### config.mk
export PLATFORM = sky130hd
export DESIGN_NAME = fp_result_packer
export DESIGN_NICKNAME = d
export VERILOG_FILES = /design/src/rtl/fp_result_packer.sv
export SDC_FILE = /design/constraint.sdc
export NUM_CORES = 1
export LEC_CHECK = 0
export ABC_AREA = 1
export CORE_MARGIN = 10
export CORE_UTILIZATION = 35
export CTS_CLUSTER_SIZE = 20
export DETAILED_ROUTE_END_ITERATION = 8
export REMOVE_ABC_BUFFERS = 1
export SETUP_SLACK_MARGIN = 0.1
export SYNTH_ARGS = -nofsm -noshare
export SYNTH_HDL_FRONTEND = slang
export SYNTH_SLANG_ARGS = --single-unit
### constraint.sdc
create_clock -name clk -period 3.45 [get_ports clk]
set_clock_uncertainty 0.05 [all_clocks]
set_input_delay 0.345 -clock clk [delete_from_list [all_inputs] [get_ports clk]]
set_output_delay 0.345 -clock clk [all_outputs]
set_load 0.02 [all_outputs]
### src/rtl/fp_result_packer.sv
// Purpose: rounds/packs adder results into 32-bit words (single, or half in [15:0]) behind a 2-entry output buffer.
// Latency: 1 cycle from accept to out_valid when the buffer is empty; 1 result/cycle sustained.
// Backpressure: in_ready low when both entries are full; it depends only on registered state, not on out_ready.
// Ports: clk/rst (sync active-low); in_valid/in_ready + mode_fp, round_mode, res_* fields and flags;
//        out_valid/out_ready/out_data/out_flags {ovf,unf,inx}; flag_clr/flag_acc sticky flags; result_count.
module fp_result_packer #(
    parameter int DEPTH = 2,
    parameter int CNT_W = 16
) (
    input  logic             clk,
    input  logic             rst,
    input  logic             in_valid,
    output logic             in_ready,
    input  logic             mode_fp,
    input  logic [1:0]       round_mode,
    input  logic             res_sign,
    input  logic [7:0]       res_exp,
    input  logic [22:0]      res_mant,
    input  logic             res_ovf,
    input  logic             res_unf,
    input  logic             res_inx,
    output logic             out_valid,
    input  logic             out_ready,
    output logic [31:0]      out_data,
    output logic [2:0]       out_flags,
    input  logic             flag_clr,
    output logic [2:0]       flag_acc,
    output logic [CNT_W-1:0] result_count
);

    typedef struct packed {
        logic [31:0] dat;
        logic [2:0]  flags;   // {overflow, underflow, inexact}
    } entry_t;

    entry_t     ent0;         // head of the buffer
    entry_t     ent1;
    entry_t     new_ent;
    logic [1:0] count;
    logic       push;
    logic       pop;

    // Half-precision rounding intermediates
    logic [4:0] he;
    logic [9:0] m;
    logic       g;
    logic       s;
    logic       inc;
    logic [4:0] he_r;
    logic [9:0] m_r;

    assign in_ready  = rst && (count != 2'(DEPTH));
    assign out_valid = (count != 2'd0);
    assign out_data  = ent0.dat;
    assign out_flags = ent0.flags;
    assign push      = in_valid && in_ready;
    assign pop       = out_valid && out_ready;

    always_comb begin
        he  = 5'(res_exp - 8'd112);
        m   = res_mant[22:13];
        g   = res_mant[12];
        s   = |res_mant[11:0];
        inc = 1'b0;
        case (round_mode)
            2'b00:   inc = g && (s || m[0]);
            2'b01:   inc = 1'b0;
            2'b10:   inc = !res_sign && (g || s);
            default: inc = res_sign && (g || s);
        endcase
        // Mantissa carry ripples straight into the exponent; he reaching 31
        // with m=0 is exactly the infinity encoding.
        {he_r, m_r} = {he, m} + 15'(inc);
    end

    always_comb begin
        new_ent = '0;
        if (mode_fp) begin
            new_ent.dat   = {res_sign, res_exp, res_mant};
            new_ent.flags = {res_ovf, res_unf, res_inx};
        end else if (res_exp == 8'd0 && res_mant == 23'd0) begin
            new_ent.dat   = {16'h0, res_sign, 15'h0};
            new_ent.flags = {res_ovf, res_unf, res_inx};
        end else if (res_exp >= 8'd143) begin
            new_ent.dat   = {16'h0, res_sign, 5'h1F, 10'h0};
            new_ent.flags = {1'b1, res_unf, 1'b1};
        end else if (res_exp <= 8'd112) begin
            // Subnormal half results are flushed to signed zero.
            new_ent.dat   = {16'h0, res_sign, 15'h0};
            new_ent.flags = {res_ovf, 1'b1, 1'b1};
        end else begin
            new_ent.dat   = {16'h0, res_sign, he_r, m_r};
            new_ent.flags = {res_ovf || (he_r == 5'h1F), res_unf, res_inx || g || s};
        end
    end

    always_ff @(posedge clk) begin
        if (!rst) begin
            count        <= 2'd0;
            ent0         <= '0;
            ent1         <= '0;
            flag_acc     <= 3'b000;
            result_count <= '0;
        end else begin
            case ({push, pop})
                2'b10: begin
                    if (count == 2'd0) ent0 <= new_ent;
                    else               ent1 <= new_ent;
                    count <= count + 2'd1;
                end
                2'b01: begin
                    ent0  <= ent1;
                    count <= count - 2'd1;
                end
                2'b11: begin
                    // Push can only coincide with pop when one entry is held.
                    if (count == 2'd1) begin
                        ent0 <= new_ent;
                    end else begin
                        ent0 <= ent1;
                        ent1 <= new_ent;
                    end
                end
                default: ;
            endcase

            if (push)          flag_acc <= (flag_clr ? 3'b000 : flag_acc) | new_ent.flags;
            else if (flag_clr) flag_acc <= 3'b000;

            if (pop) result_count <= result_count + 1'b1;
        end
    end

endmodule

* Word level (Yosys, flattened, before mapping)
Cells that the tools add are included.
** Storage, ports and cells
- Output and inout bits :: 56
- Logic and storage cells :: 64
- Register bits after elaboration :: 91
- Input port bits :: 43
** Cells by class
- Reductions and logical operators :: 24
- Bitwise logic cells :: 1
- Order comparisons :: 2
- Add/sub/neg operators :: 5
- Multiplexer cells :: 14
- Equality and inequality tests :: 11
** Operator list (count)
- $mux 35 :: 5
- $pmux 35 s3 :: 1
- $pmux 35 s2 :: 1
- $mux 18 :: 3
- $logic_not 23->1 :: 1
- $add 16x1->16 const B :: 1
- $add 15x1->15 :: 1
- $reduce_or 12->1 :: 1
- $ge 8x8->1 const B :: 1
- $le 8x7->1 const B :: 1
- $logic_not 8->1 :: 1
- $ne 2x2->1 const B :: 4
- $logic_and 1x1->1 :: 7
- $eq 2x1->1 const B :: 3
- $eq 2x2->1 const B :: 3
- $mux 3 :: 2
- $reduce_bool 2->1 :: 3
- $eq 5x5->1 const B :: 1
- $logic_or 1x1->1 :: 5
- $sub 5x5->5 const B :: 1
- $logic_not 2->1 :: 2
- $pmux 2 s2 :: 1
- $or 3x3->3 :: 1
- $pmux 1 s3 :: 1
- other kinds (6) :: 6

* Logic depth before layout (Yosys ltp)
Gate-level depths: netlist of run 1.
- Depth after elaboration :: 13
- Mapped depth :: 21

* Worst setup path after synthesis of run 1
Ideal clock, no wire load.
- Path type :: reg2reg
- From :: register count[0]
- To :: register ent1[3] (netlist bit)
- Path buffers :: 1
- Stages on the path, launching flop included :: 14
- Arrival :: 2.269 ns
- Library setup time :: 0.057 ns
- Slack :: 1.073 ns
- Cell sequence :: dfxtp_1 -> inv_1 -> ha_1 -> nor2_2 -> nand2_1 -> inv_1 -> ha_1 -> nor2_1 -> nor2_1 -> inv_1 -> clkbuf_1 -> a21oi_1 -> o21ai_0 -> inv_1
** Between the ends
- Cells in the longest elaborated chain, start to end :: 6
- Elaborated cells on any way between the ends :: 14
- Classes of those cells :: 6 x eq/ne; 1 x mux; 7 x reduce/logical
** Ends and longest elaborated chain
- start, declared :: RTL line 39 : logic [1:0] count;
- start signal, assigned :: RTL line 109 : count <= count + 2'd1;
- start signal, assigned :: RTL line 113 : count <= count - 2'd1;
- $ne 2x2->1 * :: RTL line 52 : assign in_ready = rst && (count != 2'(DEPTH));
- $logic_and 1x1->1 * :: RTL line 52
- named net in_ready :: RTL line 13 : output logic in_ready,
- $logic_and 1x1->1 * :: RTL line 56 : assign push = in_valid && in_ready;
- $eq 2x2->1 :: RTL line 105 : case ({push, pop})
- $ne 2x2->1 (no line) / $reduce_bool 2->1 (equally long branches)
- $reduce_and 3->1 (no line)
- end signal, assigned :: RTL line 108 : else ent1 <= new_ent;
- end signal, assigned :: RTL line 121 : ent1 <= new_ent;
- end, declared :: RTL line 37 : entry_t ent1;
The timed path passes the listed nets; every way through them passes the cells marked *.
A chain may end at the register's enable or synchronous reset.

* Worst setup path in the final report of run 1
- From :: input res_mant[7]
- To :: register ent0, in the netlist out_flags[2]
** Between the ends
- Cells in the longest elaborated chain, start to end :: 13
- Elaborated cells on any way between the ends :: 19
- Classes of those cells :: 1 x add/sub; 1 x eq/ne; 8 x mux; 9 x reduce/logical
** Ends and longest elaborated chain
- start, declared :: RTL line 18 : input logic [22:0] res_mant,
- $reduce_or 12->1 :: RTL line 63 : s = |res_mant[11:0];
- $logic_or 1x1->1, on equally long branches :: RTL line 68, 69, 66
- $logic_and 1x1->1, on equally long branches :: RTL line 69, 66, 68
- $pmux 1 s3 :: RTL line 65 : case (round_mode)
- $add 15x1->15 :: RTL line 73 : {he_r, m_r} = {he, m} + 15'(inc);
- $eq 5x5->1 :: RTL line 93 : new_ent.flags = {res_ovf || (he_r == 5'h1F), res_unf, res_inx || g || s};
- $logic_or 1x1->1 :: RTL line 93
- $mux 18 :: RTL line 87 : end else if (res_exp <= 8'd112) begin
- $mux 18 :: RTL line 84 : end else if (res_exp >= 8'd143) begin
- $mux 18 * :: RTL line 81 : end else if (res_exp == 8'd0 && res_mant == 23'd0) begin
- $mux 35 * :: RTL line 78 : if (mode_fp) begin
- $mux 35, on equally long branches :: RTL line 117, 107
- $pmux 35 s3 * :: RTL line 105
- end signal, assigned :: RTL line 107 : if (count == 2'd0) ent0 <= new_ent;
- end signal, assigned :: RTL line 118 : ent0 <= new_ent;
- end signal, assigned :: RTL line 120 : ent0 <= ent1;
- end, declared :: RTL line 36 : entry_t ent0;
Every way passes the cells marked *; elsewhere a longest branch is shown, timed or not. The select of a mux whose other input is x is not followed.

==> results of run 1 <==
[per-stage QoR]
stage | worst slack [ps] | area [µm²] | TNS (ps) | util [%]
after floorplan | -120 | 4640 | -1380 | -
after global placement | 418 | 5930 | 0 | 44.6
after detailed placement | 327 | 5930 | 0 | 44.6
after CTS | 676 | 6230 | 0 | 46.8
after global routing | 357 | 6230 | 0 | 46.8
final | 662 | 6230 | 0 | 46.8
[area by class of cell]
| type | instances | area [µm²] |
|---|---|---|
| fillers | 1413 | 7070 |
| multi-input cells | 459 | 2340 |
| flip-flops and latches | 91 | 1820 |
| repair buffers | 107 | 1060 |
| inverters | 132 | 495 |
| clock buffers | 11 | 243 |
| well taps | 176 | 220 |
| clock inverters | 4 | 51.3 |
[power groups by stage]
| stage | clock [µW] | sequential [µW] | combinational [µW] |
|---|---|---|---|
| floorplan | 0 | 1630 | 681 |
| global placement | 0 | 1450 | 1520 |
| detailed placement | 0 | 1460 | 1540 |
| CTS | 1020 | 1440 | 1550 |
| global route | 1070 | 1460 | 1720 |
| finish | 992 | 1430 | 1530 |
[worst max-delay path: cells and delay by family]
kind	cells	cell delay (ps)
compound gates	3	530
simple gates	14	1230
buf+inv	2	500
fa+ha+maj	2	390
[sequential cells by signal (all words and copies together), names as in the netlist]
name and count:
count 2, ent1 35, flag_acc 3, out_data 32, out_flags 3, result_count 16
[worst min path at each step]
stage | from | cells past startpoint | slack, ps | to
3_5_place_dp | ent1[18] | 2 | 400 | ent1[18]
5_1_grt | ent1[18] | 2 | 430 | ent1[18]
3_3_place_gp | ent1[18] | 2 | 390 | ent1[18]
2_1_floorplan | ent1[18] | 2 | 370 | ent1[18]
4_1_cts | ent1[18] | 2 | 400 | ent1[18]
6_report | ent1[18] | 2 | 400 | ent1[18]
[cell families (layout without fill, tap and decap cells)]
logic type                 count (synthesis)  after routing  share of synthesized area (%)
DFF                                       91             91                           38.2
xor gates and xnor gates                   9              9                           1.65
and+or+nand+nor                          216            216                           20.2
AOI/OAI and AO/OA                        225            225                           24.6
buffers and inverters                    163            254                           12.9
adders and majority gates                  9              9                           2.36
[layer usage]
metal | vias to the layer above | track usage [%]
met5 | - | 0
met4 | 0 | 3.91
met3 | 9 | 4.18
met2 | 125 | 26.3
met1 | 2114 | 18.3
li1 | 2460 | -
[cell usage in the layout, fill, tap and decap left out, types with 4 or more instances in the layout]
cell             Yosys  layout
buf_4                0       8
nor3_1               4       4
dfxtp_1             91      91
nor2_4               7       7
nor2_1              53      52
inv_1              128     128
ha_1                 9       9
xor2_1               6       6
a21oi_1             83      83
o22ai_1             16      16
o21ai_0            111     111
nand2_1            115     115
nand3_1             12      12
nand4_1              8       8
clkdlybuf4s50_1      0      97
clkbuf_16            0       9
nor2_2               7       8
==> flow_summary.toml, run 1 <==
[floorplan]
die_w_um = 137
die_area_um2 = 18700
initial_core_util_pct = 35.8
die_h_um = 137
core_um2 = 13300
io_pins = 99
row_count = 42

[global_routing]
antenna_found_initial = 0
overflow = 0
grt_pass1_wl_um = 23100
grt.total_usage_pct = 15.3
grt_pass1_vias = 4656
grt_max_degree = 70

[clocking]
ctsResizeCount = 0
cts_tree = "yes"
insertion_delay_ps = 340
holdBufCountCts = 0
cts_made_buffers = 9
cts_max_level = 3
cts_setup_buffers = 0
clk_pin_slew_ps = 60
cts.sinks = 91
cts.path.max_buffers = 2
clockRootBuffer = "clkbuf_16"

[yosys]
yosys-top-cells-count = "inv_1, nand2_1, o21ai_0"
synth_cell_type_count = 32
yosys_register_bits = 91
ys_async_sr_fraction_pct = 0
yosysTopAreaCellShare_pct = 38.2
synth_area_leaders = "dfxtp_1, o21ai_0, inv_1, nand2_1, a21oi_1"
postSynthCellCount = 713
synth_edf_count = 0
synth_area_per_cell_um2 = 6.68
syn_area_um2 = 4760
yosys.area.top_type = "dfxtp_1"
yosysWarningCount = 0
yosysMostFrequentCell = "inv_1"
seq_area_frac_synth_pct = 38.2
ys.flop_type = "dfxtp_1"

[worst_setup_path]
r2r-start = "count[0]"
setup.worst_path.end = "out_flags[2]"
slowest_stage = "clkdlybuf4s50_1"
crit_chain = "clkdlybuf4s50_1 -> inv_1 -> nand4_1 -> nor3_1 -> nand2_1 -> nand2_1 -> o31ai_1 -> ha_1 -> ha_1 -> nand2_1 -> nor2_2 -> nand2_1 -> o21ai_0 -> nand2_1 -> nor2_1 -> nand2_1 -> nand2_1 -> nand2_1 -> nand2_1 -> nand2_1 -> a21oi_1"
crit_arrival_ps = 3000
cp-start-kind = "input port"
startpoint = "res_mant[7]"
cp_max_fo = 4
crit_path_max_incr_delay_ps = 450
r2r_end = "out_data[12]"
r2r_cells = 12
critical_path_class = "input port to flip-flop"
critPathRequiredTime_ps = 3670
critPathMostFrequentCell = "nand2_1"
rrSetupSlack_ps = 850
endpoint_kind = "flip-flop"

[sta]
period_needed_ps = 2790
period_share_pct = 80.8
relSlewSlack_pct = 54.6
finalMaxSlewViolations = 0
setup_violations = 0
hold_ws_ps = 402
fmax_mhz = 359
max_slew.worst_pin.slew_ps = 678
grt_setup_unrepaired = "no"
hold_violations = 0

[drt]
routed-via-count = 4708
viasPerCell = 4.80
drt_pass1_iterations = 4
wire_per_inst_um = 14.2
wl_met1_um = 6150
drt-initial-drc-count = 232
top_layer = "met4"
totalWireLength_um = 14000
dr_wl_met2_um = 6810
wl_met3_um = 891
drtAntennaViolNets = 0
drc = 0

[pwr]
p_per_area_nw_per_um2 = 635
seqPwrFrac_pct = 36.3
vdd_drop_max_mv = 0.291
total_power_uw = 3950
sw_frac_of_total_pct = 36.3
p_leak_uw = 0.00259
p_int_uw = 2520
clkPwrFrac_pct = 25.1
power_frac_comb_pct = 38.7
p_sw_uw = 1440

[min_path]
hold_path_class = "flip-flop to flip-flop"

[job]
cap_violations = 0

[run_status]
status = "completed"

[finish]
diodes = 0
final_cells = 980
drive_above_1_share_pct = 6.84
nNetsFinal = 852
syn2layout_area_growth_pct = 30.8

[place]
io_buffers = 98
dp.cells = 965
dp_hpwl_um = 10300
routabilityCongestion = 0.869
(Power assumes the default switching activity.)
==> run 2: changes to the inputs <==
- clock period: 3.45 -> 2.9 ns (I/O delays scaled with it)
==> run 2 against run 1 <==
Core utilization increased by 1.4 points. Sequential share of layout area down 0.86 points. Final area increased by 3.0%. Count of clock-buffer cells in the layout unchanged.
==> flow_summary.toml, run 2 (synthesis results as in run 1) <==
[pwr]
total_power_uw = 4860
p_per_area_nw_per_um2 = 758
power_frac_comb_pct = 38.0
p_leak_uw = 0.00267
clkPwrFrac_pct = 26.9
p_sw_uw = 1740
p_int_uw = 3120
vdd_drop_max_mv = 0.392
seqPwrFrac_pct = 35.1
sw_frac_of_total_pct = 35.8

[floorplan]
initial_core_util_pct = 35.8
die_w_um = 137
core_um2 = 13300
row_count = 42
die_area_um2 = 18700
io_pins = 99
die_h_um = 137

[finish]
final_common_cell = "inv_1"
layout_common_cells = "inv_1, nand2_1, o21ai_0"
stdcell_area_um2 = 6420
register_area_um2 = 1820
drive_above_1_share_pct = 9.83
fillerInstances = 1321
multi_input_comb_area_um2 = 2420
syn2layout_area_growth_pct = 34.7
largest_reg_flops = 35
nNetsFinal = 861
diodes = 0
top_register = "ent1"

[worst_setup_path]
r2r_cells = 13
rrSetupSlack_ps = 410
endpoint_kind = "flip-flop"
cp_max_fo = 3
crit_arrival_ps = 2850
cp-start-kind = "input port"
critical_path_class = "input port to flip-flop"
r2r_end = "out_data[13]"
critPathRequiredTime_ps = 3130
r2r-start = "count[0]"

[drt]
drt_pass1_iterations = 5
drtAntennaViolNets = 0
drc = 0
viasPerCell = 4.82
drt-initial-drc-count = 236
wire_per_inst_um = 14.3
routed-via-count = 4769
totalWireLength_um = 14100

[sta]
period_share_pct = 90.4
fmax_mhz = 381
hold_violations = 0
max_slew.worst_pin.slew_ps = 626
tns_ps = 0
finalMaxSlewViolations = 0
grt_setup_unrepaired = "no"
setup_violations = 0
relSlewSlack_pct = 58.2
period_needed_ps = 2620
hold_ws_ps = 400
fin_ws_ps = 278

[global_routing]
grt_max_degree = 71
grt.total_usage_pct = 15.1
grt_pass1_wl_um = 23000
antenna_found_initial = 0
overflow = 0
grt_pass1_vias = 4694

[min_path]
hold_path_class = "input port to flip-flop"
holdPathEnd = "result_count[2]"
hold_depth = 4
min_from = "rst"

[place]
routabilityCongestion = 0.867
dpl_cell_area_um2 = 5980
io_buffers = 98
dp_worst_setup_slack_ps = -123
dp_hpwl_um = 10500

[clocking]
cts_made_buffers = 9
cts.sinks = 91
clk_pin_slew_ps = 70
cts_tree = "yes"
clockRootBuffer = "clkbuf_16"
cts.path.max_buffers = 2
cts_max_level = 3
holdBufCountCts = 0
insertion_delay_ps = 340

[job]
cap_violations = 0

[run_status]
status = "completed"
run 2: metrics by stage:
stage / utilization, % / cells
6_report: 48.3 / 990
3_5_place_dp: 45.0 / 971
5_1_grt: 48.3 / 990
2_1_floorplan: - / 682
4_1_cts: 47.5 / 987
3_3_place_gp: 45.0 / 971
run 2: layer usage:
| metal | vias to the layer above | GRT usage (%) | share of wire [%] |
|---|---|---|---|
| met5 | - | 0 | 0 |
| met4 | 0 | 3.55 | 0.87 |
| met3 | 10 | 4.25 | 5.7 |
| met2 | 100 | 26.6 | 49 |
| met1 | 2189 | 17.8 | 44 |
| li1 | 2470 | - | - |
run 2: how the worst max path moves through the flow:
stage / start / endpoint / slack (ps)
3_5_place_dp: res_mant[7] / flag_acc[2] / -120
2_1_floorplan: count[0] / ent1[18] / -670
4_1_cts: count[0] / out_data[13] / 150
6_report: res_mant[1] / out_flags[2] / 280
5_1_grt: res_mant[6] / out_flags[2] / 70
3_3_place_gp: res_mant[6] / ent1[2] / -30
run 2: power by group through the flow:
stage	combinational (µW)	sequential, µW	clock [µW]
final	1850	1710	1310
after detailed placement	1840	1730	0
after global placement	1810	1720	0
after CTS	1850	1710	1340
after floorplan	810	1940	0
after global routing	2070	1750	1390
run 2: repair_timing:
item	CTS	global route
gates resized for setup	0	24
buffers inserted	0	3
setup endpoints to repair	0	28
run 2: area by class of cell:
cell class	instances	area share [%]
clock inverter	5	1.33
clock buffer	11	3.94
multi-input combinational	459	37.6
tap	176	3.43
timing repair buffer	116	17.5
inverter	132	7.72
sequential	91	28.4
run 2: worst max-delay path, cell delays in order:
cell and delay [ps]:
clkdlybuf4s50_1 460, inv_1 50, nand4_1 160, nor3_2 70, nand2_1 70, nand2_1 60
o31ai_2 230, ha_2 250, ha_4 150, nand2_4 50, nor2_1 90, nand2_1 90
nor2_1 110, nand2_1 50, nand2_1 60, nand2_1 60, a21oi_2 170, nand2_1 90
nand2_2 90, nand2_1 70, a21oi_2 110
==> run 3: changes to the inputs <==
- CORE_MARGIN: 10 -> 2
- TNS_END_PERCENT: unset -> 20
==> run 3 against run 2 <==
Clock power down 8%. Combinational power about the same. Final area down 1.1%. Critical path depth unchanged. Final cell count down 0.30%. Core utilization down 0.32 points. Die area down 22%. Via count down 0.31%. Register-to-register slack better by 60 ps. Largest power group unchanged.
==> flow_summary.toml, run 3 (synthesis results as in run 1) <==
[global_routing]
overflow = 0
grt.total_usage_pct = 18.8
grt_pass1_wl_um = 21800
grt_max_degree = 71
grt_pass1_vias = 4502
antenna_found_initial = 0

[drt]
drt-initial-drc-count = 284
drc = 0
wire_per_inst_um = 13.5
routed-via-count = 4754
viasPerCell = 4.82
drtAntennaViolNets = 0
drt_pass1_iterations = 5
totalWireLength_um = 13300

[clocking]
clk_pin_slew_ps = 60
cts_made_buffers = 9
cts.sinks = 91
insertion_delay_ps = 350
clockRootBuffer = "clkbuf_16"
cts_tree = "yes"
cts_max_level = 3
cts.path.max_buffers = 2

[sta]
finalMaxSlewViolations = 0
hold_ws_ps = 400
hold_violations = 0
period_needed_ps = 2620
max_slew.worst_pin.slew_ps = 647
grt_setup_unrepaired = "yes"
fmax_mhz = 382
period_share_pct = 90.3
relSlewSlack_pct = 56.9
setup_violations = 0

[floorplan]
die_h_um = 121
die_area_um2 = 14600
initial_core_util_pct = 36.0
row_count = 42
core_um2 = 13200
io_pins = 99
die_w_um = 121

[worst_setup_path]
cp-start-kind = "input port"
slowest_stage = "clkdlybuf4s50_1"
critPathMostFrequentCell = "nand2_1"
crit_chain = "clkdlybuf4s50_1 -> inv_1 -> nand4_1 -> nor3_2 -> nand2_1 -> nand2_1 -> o31ai_2 -> ha_2 -> ha_4 -> nand2_2 -> nor2_1 -> nand2_1 -> nor2_1 -> nand2_1 -> nand2_1 -> nand2_1 -> a21oi_2 -> nand2_1 -> nand2_2 -> nand2_1 -> a21oi_2"
endpoint_kind = "flip-flop"
crit_path_max_incr_delay_ps = 460
crit_arrival_ps = 2850
critical_path_class = "input port to flip-flop"
critPathRequiredTime_ps = 3130
cp_max_fo = 3

[finish]
final_cells = 987
syn2layout_area_growth_pct = 33.3
nNetsFinal = 858
diodes = 0
drive_above_1_share_pct = 9.00
top_register = "ent1"
final_common_cell = "inv_1"
largest_reg_flops = 35
register_area_um2 = 1820
fillerInstances = 1350
multi_input_comb_area_um2 = 2410
layout_common_cells = "inv_1, nand2_1, o21ai_0"

[place]
routabilityCongestion = 0.890
dp.cells = 969
dp_hpwl_um = 9580
io_buffers = 98

[job]
cap_violations = 0

[min_path]
hold_path_class = "flip-flop to flip-flop"

[pwr]
p_leak_uw = 0.00263
p_per_area_nw_per_um2 = 748
vdd_drop_max_mv = 0.316

[run_status]
status = "completed"
==> run 3: cell count changes in the layout (fill, tap and decap cells not counted), moves of 2 or more <==
cell      before  now
buf_4         17   14
o21ai_1        7    4
clkinv_2       0    2
o21ai_0      107  109
==> run 3: critical path, delay by kind of cell <==
kind / cells / cell delay (ps)
fa+ha+maj: 2 / 370
buf+inv: 2 / 510
simple gates: 14 / 1110
compound gates: 3 / 550
==> run 3: repair_timing <==
| action | CTS | global route |
|---|---|---|
| resized for setup | 0 | 17 |
| hold buffers | 0 | 0 |
| setup buffers | 0 | 2 |
| endpoints found under the setup margin | 0 | 22 |
| hold endpoints to repair | 0 | 0 |
==> run 3: routing by layer <==
layer	share of wire [%]	track usage, %	vias up	routed length, µm
met4	1.1	4.58	0	142
li1	-	-	2484	-
met3	4.2	4.29	16	552
met1	46	24.3	2139	6180
met5	0	0	-	0
met2	48	31.9	115	6410
==> run 3: where the power goes <==
group          total, µW  internal [µW]  switching, µW
sequential          1700           1570            136
combinational       1840            751           1090
clock               1210            714            492
total               4750           3030           1720
==> run 3: worst paths after layout <==
path	start	endpoint	slack [ps]	cells past startpoint
setup / recovery	res_mant[4]	flag_acc[2]	280	21
hold / removal	ent1[18]	ent1[18]	400	2
setup reg to reg	count[0]	out_flags[0]	470	13
hold reg to reg	ent1[18]	ent1[18]	400	2
==> run 3: metrics by stage <==
step / power (µW) / util, % / TNS (ps) / cell area, µm² / worst slack (ps)
floorplan: 2750 / - / -10730 / 4640 / -670
global placement: 3520 / 45.0 / -98.5 / 5960 / -25.3
detailed placement: 3550 / 45.0 / -1520 / 5960 / -199
CTS: 4780 / 47.3 / 0 / 6270 / 166
global route: 5080 / 47.9 / 0 / 6350 / 85.7
finish: 4750 / 47.9 / 0 / 6350 / 282
==> run 3: layout make-up <==
cell class | count | share of cell area (%)
Sequential cell | 91 | 28.7
Inverter | 132 | 7.80
Clock inverter | 4 | 0.768
Multi-Input combinational cell | 459 | 37.9
Tap cell | 176 | 3.47
Timing Repair Buffer | 113 | 17.3
Clock buffer | 12 | 4.04
